File: config.mk
export PLATFORM = sky130hd
export DESIGN_NAME = banked_reg_array
export DESIGN_NICKNAME = d
export VERILOG_FILES = /design/src/rtl/banked_reg_array.sv
export SDC_FILE = /design/constraint.sdc
export NUM_CORES = 1
export LEC_CHECK = 0
export CAP_MARGIN = 10
export CORE_MARGIN = 4
export CORE_UTILIZATION = 46
export DETAILED_ROUTE_END_ITERATION = 8
export PLACE_DENSITY = 0.66
export SYNTH_ARGS = -nofsm -noshare
export SYNTH_HDL_FRONTEND = slang
export SYNTH_SLANG_ARGS = --single-unit
File: constraint.sdc
create_clock -name clk -period 1.8 [get_ports clk]
set_input_delay 0.45 -clock clk [delete_from_list [all_inputs] [get_ports clk]]
set_output_delay 0.45 -clock clk [all_outputs]
set_load 0.05 [all_outputs]
File: src/rtl/banked_reg_array.sv
// rtl/banked_reg_array.sv - banked register array with registered read port and bank-clear sequencer
// Optional feature macro: BANKED_REG_ARRAY_BYPASS_EN (same-cycle write-to-read forwarding)
module banked_reg_array #(
    parameter int WIDTH = 8,
    parameter int DEPTH = 8,
    parameter int BANKS = 2,
    localparam int AW = (DEPTH > 2) ? $clog2(DEPTH) : 1,
    localparam int BW = (BANKS > 2) ? $clog2(BANKS) : 1
) (
    input  logic             clk,
    input  logic             rstn,
    input  logic             wr_en,
    input  logic [BW-1:0]    wr_bank,
    input  logic [AW-1:0]    wr_addr,
    input  logic [WIDTH-1:0] wr_data,
    input  logic             rd_en,
    input  logic [BW-1:0]    rd_bank,
    input  logic [AW-1:0]    rd_addr,
    output logic [WIDTH-1:0] rd_data,
    output logic             rd_valid,
    input  logic             clr_req,
    input  logic [BW-1:0]    clr_bank,
    output logic             clr_busy,
    output logic             clr_done
);

    localparam int unsigned NB = BANKS;
    localparam int unsigned ND = DEPTH;

    typedef enum logic [1:0] {
        ST_IDLE,
        ST_CLEAR,
        ST_DONE
    } clr_state_t;

    clr_state_t       state_q;
    clr_state_t       state_d;
    logic [BW-1:0]    clr_bank_q;
    logic [AW-1:0]    clr_idx_q;
    logic             clr_start;
    logic             clr_last;
    logic             clr_req_ok;
    logic             wr_ok;
    logic             rd_in_range;
    logic [WIDTH-1:0] mem [BANKS][DEPTH];

    // Index and bank widths may cover more values than exist, so range checks are explicit
    assign clr_req_ok  = clr_req && (32'(clr_bank) < NB);
    assign clr_last    = (32'(clr_idx_q) == ND - 1);
    assign rd_in_range = (32'(rd_bank) < NB) && (32'(rd_addr) < ND);
    // Host writes into the bank being cleared are discarded so the clear result is all zeros
    assign wr_ok       = wr_en && (32'(wr_bank) < NB) && (32'(wr_addr) < ND)
                         && !(clr_busy && (wr_bank == clr_bank_q));

    // Clear sequencer state register
    always_ff @(posedge clk or negedge rstn) begin
        if (!rstn) begin
            state_q <= ST_IDLE;
        end else begin
            state_q <= state_d;
        end
    end

    // Clear sequencer next state and status outputs; requests outside IDLE are dropped
    always_comb begin
        state_d   = state_q;
        clr_busy  = 1'b0;
        clr_done  = 1'b0;
        clr_start = 1'b0;
        case (state_q)
            ST_IDLE: begin
                if (clr_req_ok) begin
                    clr_start = 1'b1;
                    state_d   = ST_CLEAR;
                end
            end
            ST_CLEAR: begin
                clr_busy = 1'b1;
                if (clr_last) begin
                    state_d = ST_DONE;
                end
            end
            ST_DONE: begin
                clr_done = 1'b1;
                state_d  = ST_IDLE;
            end
            default: begin
                state_d = ST_IDLE;
            end
        endcase
    end

    // Latched target bank and walking clear index
    always_ff @(posedge clk or negedge rstn) begin
        if (!rstn) begin
            clr_bank_q <= '0;
            clr_idx_q  <= '0;
        end else if (clr_start) begin
            clr_bank_q <= clr_bank;
            clr_idx_q  <= '0;
        end else if (clr_busy) begin
            clr_idx_q  <= clr_last ? '0 : clr_idx_q + AW'(1);
        end
    end

    // Storage: clear sequencer zeroes one entry per cycle, host writes fill the rest
    always_ff @(posedge clk or negedge rstn) begin
        if (!rstn) begin
            for (int b = 0; b < BANKS; b++) begin
                for (int d = 0; d < DEPTH; d++) begin
                    mem[b][d] <= '0;
                end
            end
        end else begin
            for (int b = 0; b < BANKS; b++) begin
                for (int d = 0; d < DEPTH; d++) begin
                    if (clr_busy && (clr_bank_q == BW'(b)) && (clr_idx_q == AW'(d))) begin
                        mem[b][d] <= '0;
                    end else if (wr_ok && (wr_bank == BW'(b)) && (wr_addr == AW'(d))) begin
                        mem[b][d] <= wr_data;
                    end
                end
            end
        end
    end

    // Registered read port; out-of-range reads still complete, returning zero
    always_ff @(posedge clk or negedge rstn) begin
        if (!rstn) begin
            rd_data  <= '0;
            rd_valid <= 1'b0;
        end else begin
            rd_valid <= rd_en;
            if (rd_en) begin
                if (!rd_in_range) begin
                    rd_data <= '0;
`ifdef BANKED_REG_ARRAY_BYPASS_EN
                end else if (wr_ok && (wr_bank == rd_bank) && (wr_addr == rd_addr)) begin
                    rd_data <= wr_data;
`endif
                end else begin
                    rd_data <= mem[rd_bank][rd_addr];
                end
            end
        end
    end

endmodule

# ---- After elaboration in Yosys (flattened, before gate mapping)
# Cells that the tools add are included.
# W data, S select, Z words.
dict set report totals {
  ff_bits 143
  input_bits 22
  out_inout_bits 11
  word_cells 155
}
dict set report classes {
  addsub 1
  order_cmp 2
  n_eq_ne 19
  muxes 48
  n_bitwise 4
  reduce_logical 60
}
# cell n
set op_table {}
lappend op_table {{$mux W8} 34}
lappend op_table {{$mux W64} 3}
lappend op_table {{$logic_and A1 B1 Y1} 38}
lappend op_table {{$reduce_bool A2 Y1} 17}
lappend op_table {{$bmux W8 S3} 1}
lappend op_table {{$eq A3 B3 Y1 const B} 8}
lappend op_table {{$eq A3 B2 Y1 const B} 4}
lappend op_table {{$mux W3} 3}
lappend op_table {{$eq A3 B1 Y1 const B} 2}
lappend op_table {{$logic_not A3 Y1} 2}
lappend op_table {{$ge A4 B4 Y1 const B} 1}
lappend op_table {{$mux W1} 4}
lappend op_table {{$mux W2} 2}
lappend op_table {{$ne A2 B2 Y1 const B} 2}
lappend op_table {{$not A3 Y4} 1}
lappend op_table {{$pmux W2 S2} 1}
lappend op_table {{$add A3 B1 Y3 const B} 1}
lappend op_table {{$eq A2 B1 Y1 const B} 1}
lappend op_table {{$eq A2 B2 Y1 const B} 1}
lappend op_table {{$ge A2 B2 Y1 const B} 1}
lappend op_table {{$logic_not A2 Y1} 1}
lappend op_table {{$not A1 Y1} 2}
lappend op_table {{$not A1 Y2} 1}
lappend op_table {{$reduce_and A2 Y1} 1}
lappend op_table {{2 further kinds} 2}

# ---- Depth between registers and ports, before layout
dict set report logic_depth {
  word_depth 9
  depth_mapped 7
  ltp_nobuf 4
}

# ---- Least setup slack after synthesis
# OpenSTA, ideal clock, no wires.
dict set report synth_path {
  path_kind {input to register}
  start {input rd_addr[1]}
  end {register rd_data[0]}
  setup_time_ns 0.137
  arrival_time_ns 1.822
  t_required_ns 1.663
  setup_slack_ns -0.159
  stages 6
  path_buffers 2
  path_cell_list {buf_2 -> buf_2 -> mux4_2 -> mux2_2 -> o22ai_1 -> a21oi_1}
}
dict set report synth_between {
  elab_chain_cells 4
}
# item line
set synth_lines {}
lappend synth_lines {{start, declared} 18} ;# input logic [AW-1:0] rd_addr,
lappend synth_lines {{$not A3 Y4 (not written as such)} 142} ;# rd_data <= mem[rd_bank][rd_addr];
lappend synth_lines {{$bmux W8 S3} 142}
lappend synth_lines {{$mux W8 (not written as such) (2 in a row)} 142}
lappend synth_lines {{end signal, assigned} 142}
lappend synth_lines {{end, declared} 19} ;# output logic [WIDTH-1:0] rd_data,
# Every way passes these cells. The select of a mux whose other input is x is not followed.
# A chain may end at the register's enable or synchronous reset.

# ---- Worst setup path in the final report
dict set report layout_path {
  start {register state_q[1]}
  end {output clr_busy}
}
dict set report layout_between {
  elab_chain_cells 2
}
# item line
set layout_lines {}
lappend layout_lines {{start, declared} 36} ;# clr_state_t state_q;
lappend layout_lines {{start signal, assigned} 60} ;# state_q <= state_d;
lappend layout_lines {{$eq A2 B1 Y1} 70} ;# case (state_q)
lappend layout_lines {{$mux W1} 70}
lappend layout_lines {{end, declared} 23} ;# output logic clr_busy,
# Every way passes these cells.

==> flow_metrics.tcl <==
set metrics [dict create \
    final_net_count 609 \
    outcome "complete, no violations" \
    async_flop_share_pct 100 \
    synth_top_family_by_area "multiplexers" \
    n_antenna_cell 0 \
    final_layout_size_suffix_gt1_share_pct 28.5 \
    wl_per_cell_um 22.4 \
    synth_edf_count 0 \
    mostFrequentLayoutCell "dfrtp_1" \
    max-cap-violations 0 \
    first_pass_iters 5 \
    rsz0062_at_grt "yes" \
    path_delay_family "flip-flops" \
    h-tree-depth 4 \
    power_leakage_nw 4.16 \
    cp_slowest_cell "dfrtp_1" \
    fmax_mhz 569 \
    cp_max_fo 5 \
    fin_worst_skew_ps 9.25 \
    die_w_um 130 \
    fin_crit_sh_pct 97.7 \
    synth.mux.area_fraction_pct 21.3 \
    synth.distinct_cells 40 \
    timing.hold.ws_ps 495 \
    place_area_um2 7730 \
    synth_xor_area_share_pct 0 \
    syn-cell-area_um2 6860 \
    hold_path_class "flip-flop to flip-flop" \
    mostFrequentLayoutCells "dfrtp_1, a22o_1, nor2_1" \
    grt_pass1_wl_mm 27.8 \
    syn-num-nets 549 \
    grt_overflow 0 \
    synth-compound-area-share_pct 12.0 \
    slew_violations 0 \
    setup_viol 0 \
    arrival_ps 1310 \
    drtIter0Drc 371 \
    path_class "flip-flop to output port" \
    grt_max_degree 50 \
    synthesis.instances 521 \
    synthSimpleGateAreaFrac_pct 10.1 \
    period_needed_ps 1760 \
    wl_mm 17.4 \
    cpPeakStageDelay_ps 410 \
    vias 4717 \
    fillCellCount 1118 \
    setup_tns_ps 0 \
    crit_chain "buf_6, nand2b_4, inv_4, buf_12" \
    clock_latency_ps 430 \
    final_area_um2 8450 \
    critPathLaunchType "flip-flop" \
    antenna_found_initial 0 \
    hpwlAfterDp_mm 11.9 \
    synth-seq-cells 143 \
    grtUsageTotal_pct 22.0 \
    avgSynthCellArea_um2 13.2 \
    worstMarginPinSlew_ps 538 \
    clockBufferDepth 2 \
    die_area_um2 16900 \
    ir_drop_mv 0.702 \
    max_slew_margin_pct 64.1 \
    clkTransAtPathRegs_ps 60 \
    finalWeightedCongestion 0.870 \
    numCtsBuffers 17 \
    hold_viol 0 \
    port_buffers 32 \
    drcViolationCount 0 \
    synth_seq_area_share_pct 52.1 \
    area_growth_pct 23.1 \
    pre_cts_ws_ps -473 \
    endpoint_kind "output port" \
    ys_warn_count 0 \
    crit_buf_inv 3 \
    clock-sinks 143 \
    clock-root-buffer "clkbuf_16" \
    core_um2 14600 \
    synth_flop_cell "dfrtp_1" \
    synthAdderAreaFrac_pct 1.09 \
    grt_pass1_vias 4813 \
    ant_nets 0 \
    rows 44 \
    p_per_area_nw_per_um2 1550 \
    io_pins 33 \
    via_per_inst 6.06 \
    die_h_um 130 \
    fin_ws_ps 42.2 \
    cts_tree "yes" \
    critical_path_required_ps 1350 \
    initial_core_util_pct 47.0 \
]
-- timing repair --
item / CTS / global route
hold buffers: 1 / 0
setup buffers: 2 / 0
gates resized for setup: 5 / 15
hold endpoints to repair: 46 / 0
setup endpoints to repair: 6 / 29
pin swaps: 0 / 4
-- worst paths after layout --
path | start | to | slack, ps | cells past startpoint
worst min-delay path | mem[46] | mem[46] | 490 | 1
worst min register to register | mem[46] | mem[46] | 490 | 1
min in group asynchronous | rstn | mem[22] | 540 | 2
max in group asynchronous | rstn | mem[71] | 610 | 3
worst max register to register | state_q[0] | mem[119] | 70 | 5
worst max-delay path | state_q[1] | clr_busy | 40 | 4
-- power by group --
group          internal [W]  switching (W)
registers           0.00455       0.000837
clock network       0.00232        0.00134
logic               0.00202        0.00199
-- cells by family (layout without fill, tap and decap cells) --
kind of cell             after synthesis  after routing
buffers and inverters                 52            125
AND/OR/NAND/NOR                      114            114
flip-flops                           143            143
adder cells (fa/ha/maj)                6              6
multiplexers                         105            105
AO/OA/AOI/OAI                        101            101
-- registers in the layout, indices dropped and copies added (netlist names) --
signal,cells
mem,128
clr_idx_q,3
clr_bank_q,1
rd_valid,1
rd_data,8
state_q,2
-- per-stage QoR --
step | std cells | power [W] | util [%]
global route | 778 | 0.0137 | 57.9
finish | 778 | 0.0131 | 57.9
CTS | 778 | 0.0131 | 57.6
floorplan | 521 | 0.00792 | -
global placement | 743 | 0.00912 | 53.0
detailed placement | 743 | 0.00929 | 53.0
-- routing by layer --
| metal | global-route usage [%] | vias to the layer above | wire length, um |
|---|---|---|---|
| met1 | 31.0 | 2455 | 7870 |
| met2 | 33.6 | 173 | 8160 |
| li1 | - | 2070 | - |
| met5 | 0 | - | 0 |
| met3 | 5.28 | 19 | 1160 |
| met4 | 7.52 | 0 | 249 |
-- cell usage after synthesis (all sizes together) (7+ instances only) --
cell | count | area [um^2]
dfrtp | 143 | 3580
nor2 | 66 | 248
a22o | 65 | 569
mux2i | 64 | 641
mux4 | 32 | 721
buf | 27 | 136
clkbuf | 19 | 72.6
o22ai | 16 | 100
a21oi | 12 | 63.8
mux2 | 9 | 101
nor4 | 9 | 191
and2 | 7 | 43.8
-- layout make-up --
cell class	count	area [um^2]	share of cell area (%)
Clock buffer	22	484	5.73
Inverter	6	25.0	0.296
Clock inverter	10	134	1.58
Multi-Input combinational cell	326	3120	36.9
Tap cell	184	230	2.72
Sequential cell	143	3580	42.4
Timing Repair Buffer	87	878	10.4
Note: power is estimated with default switching activity, not from simulation.
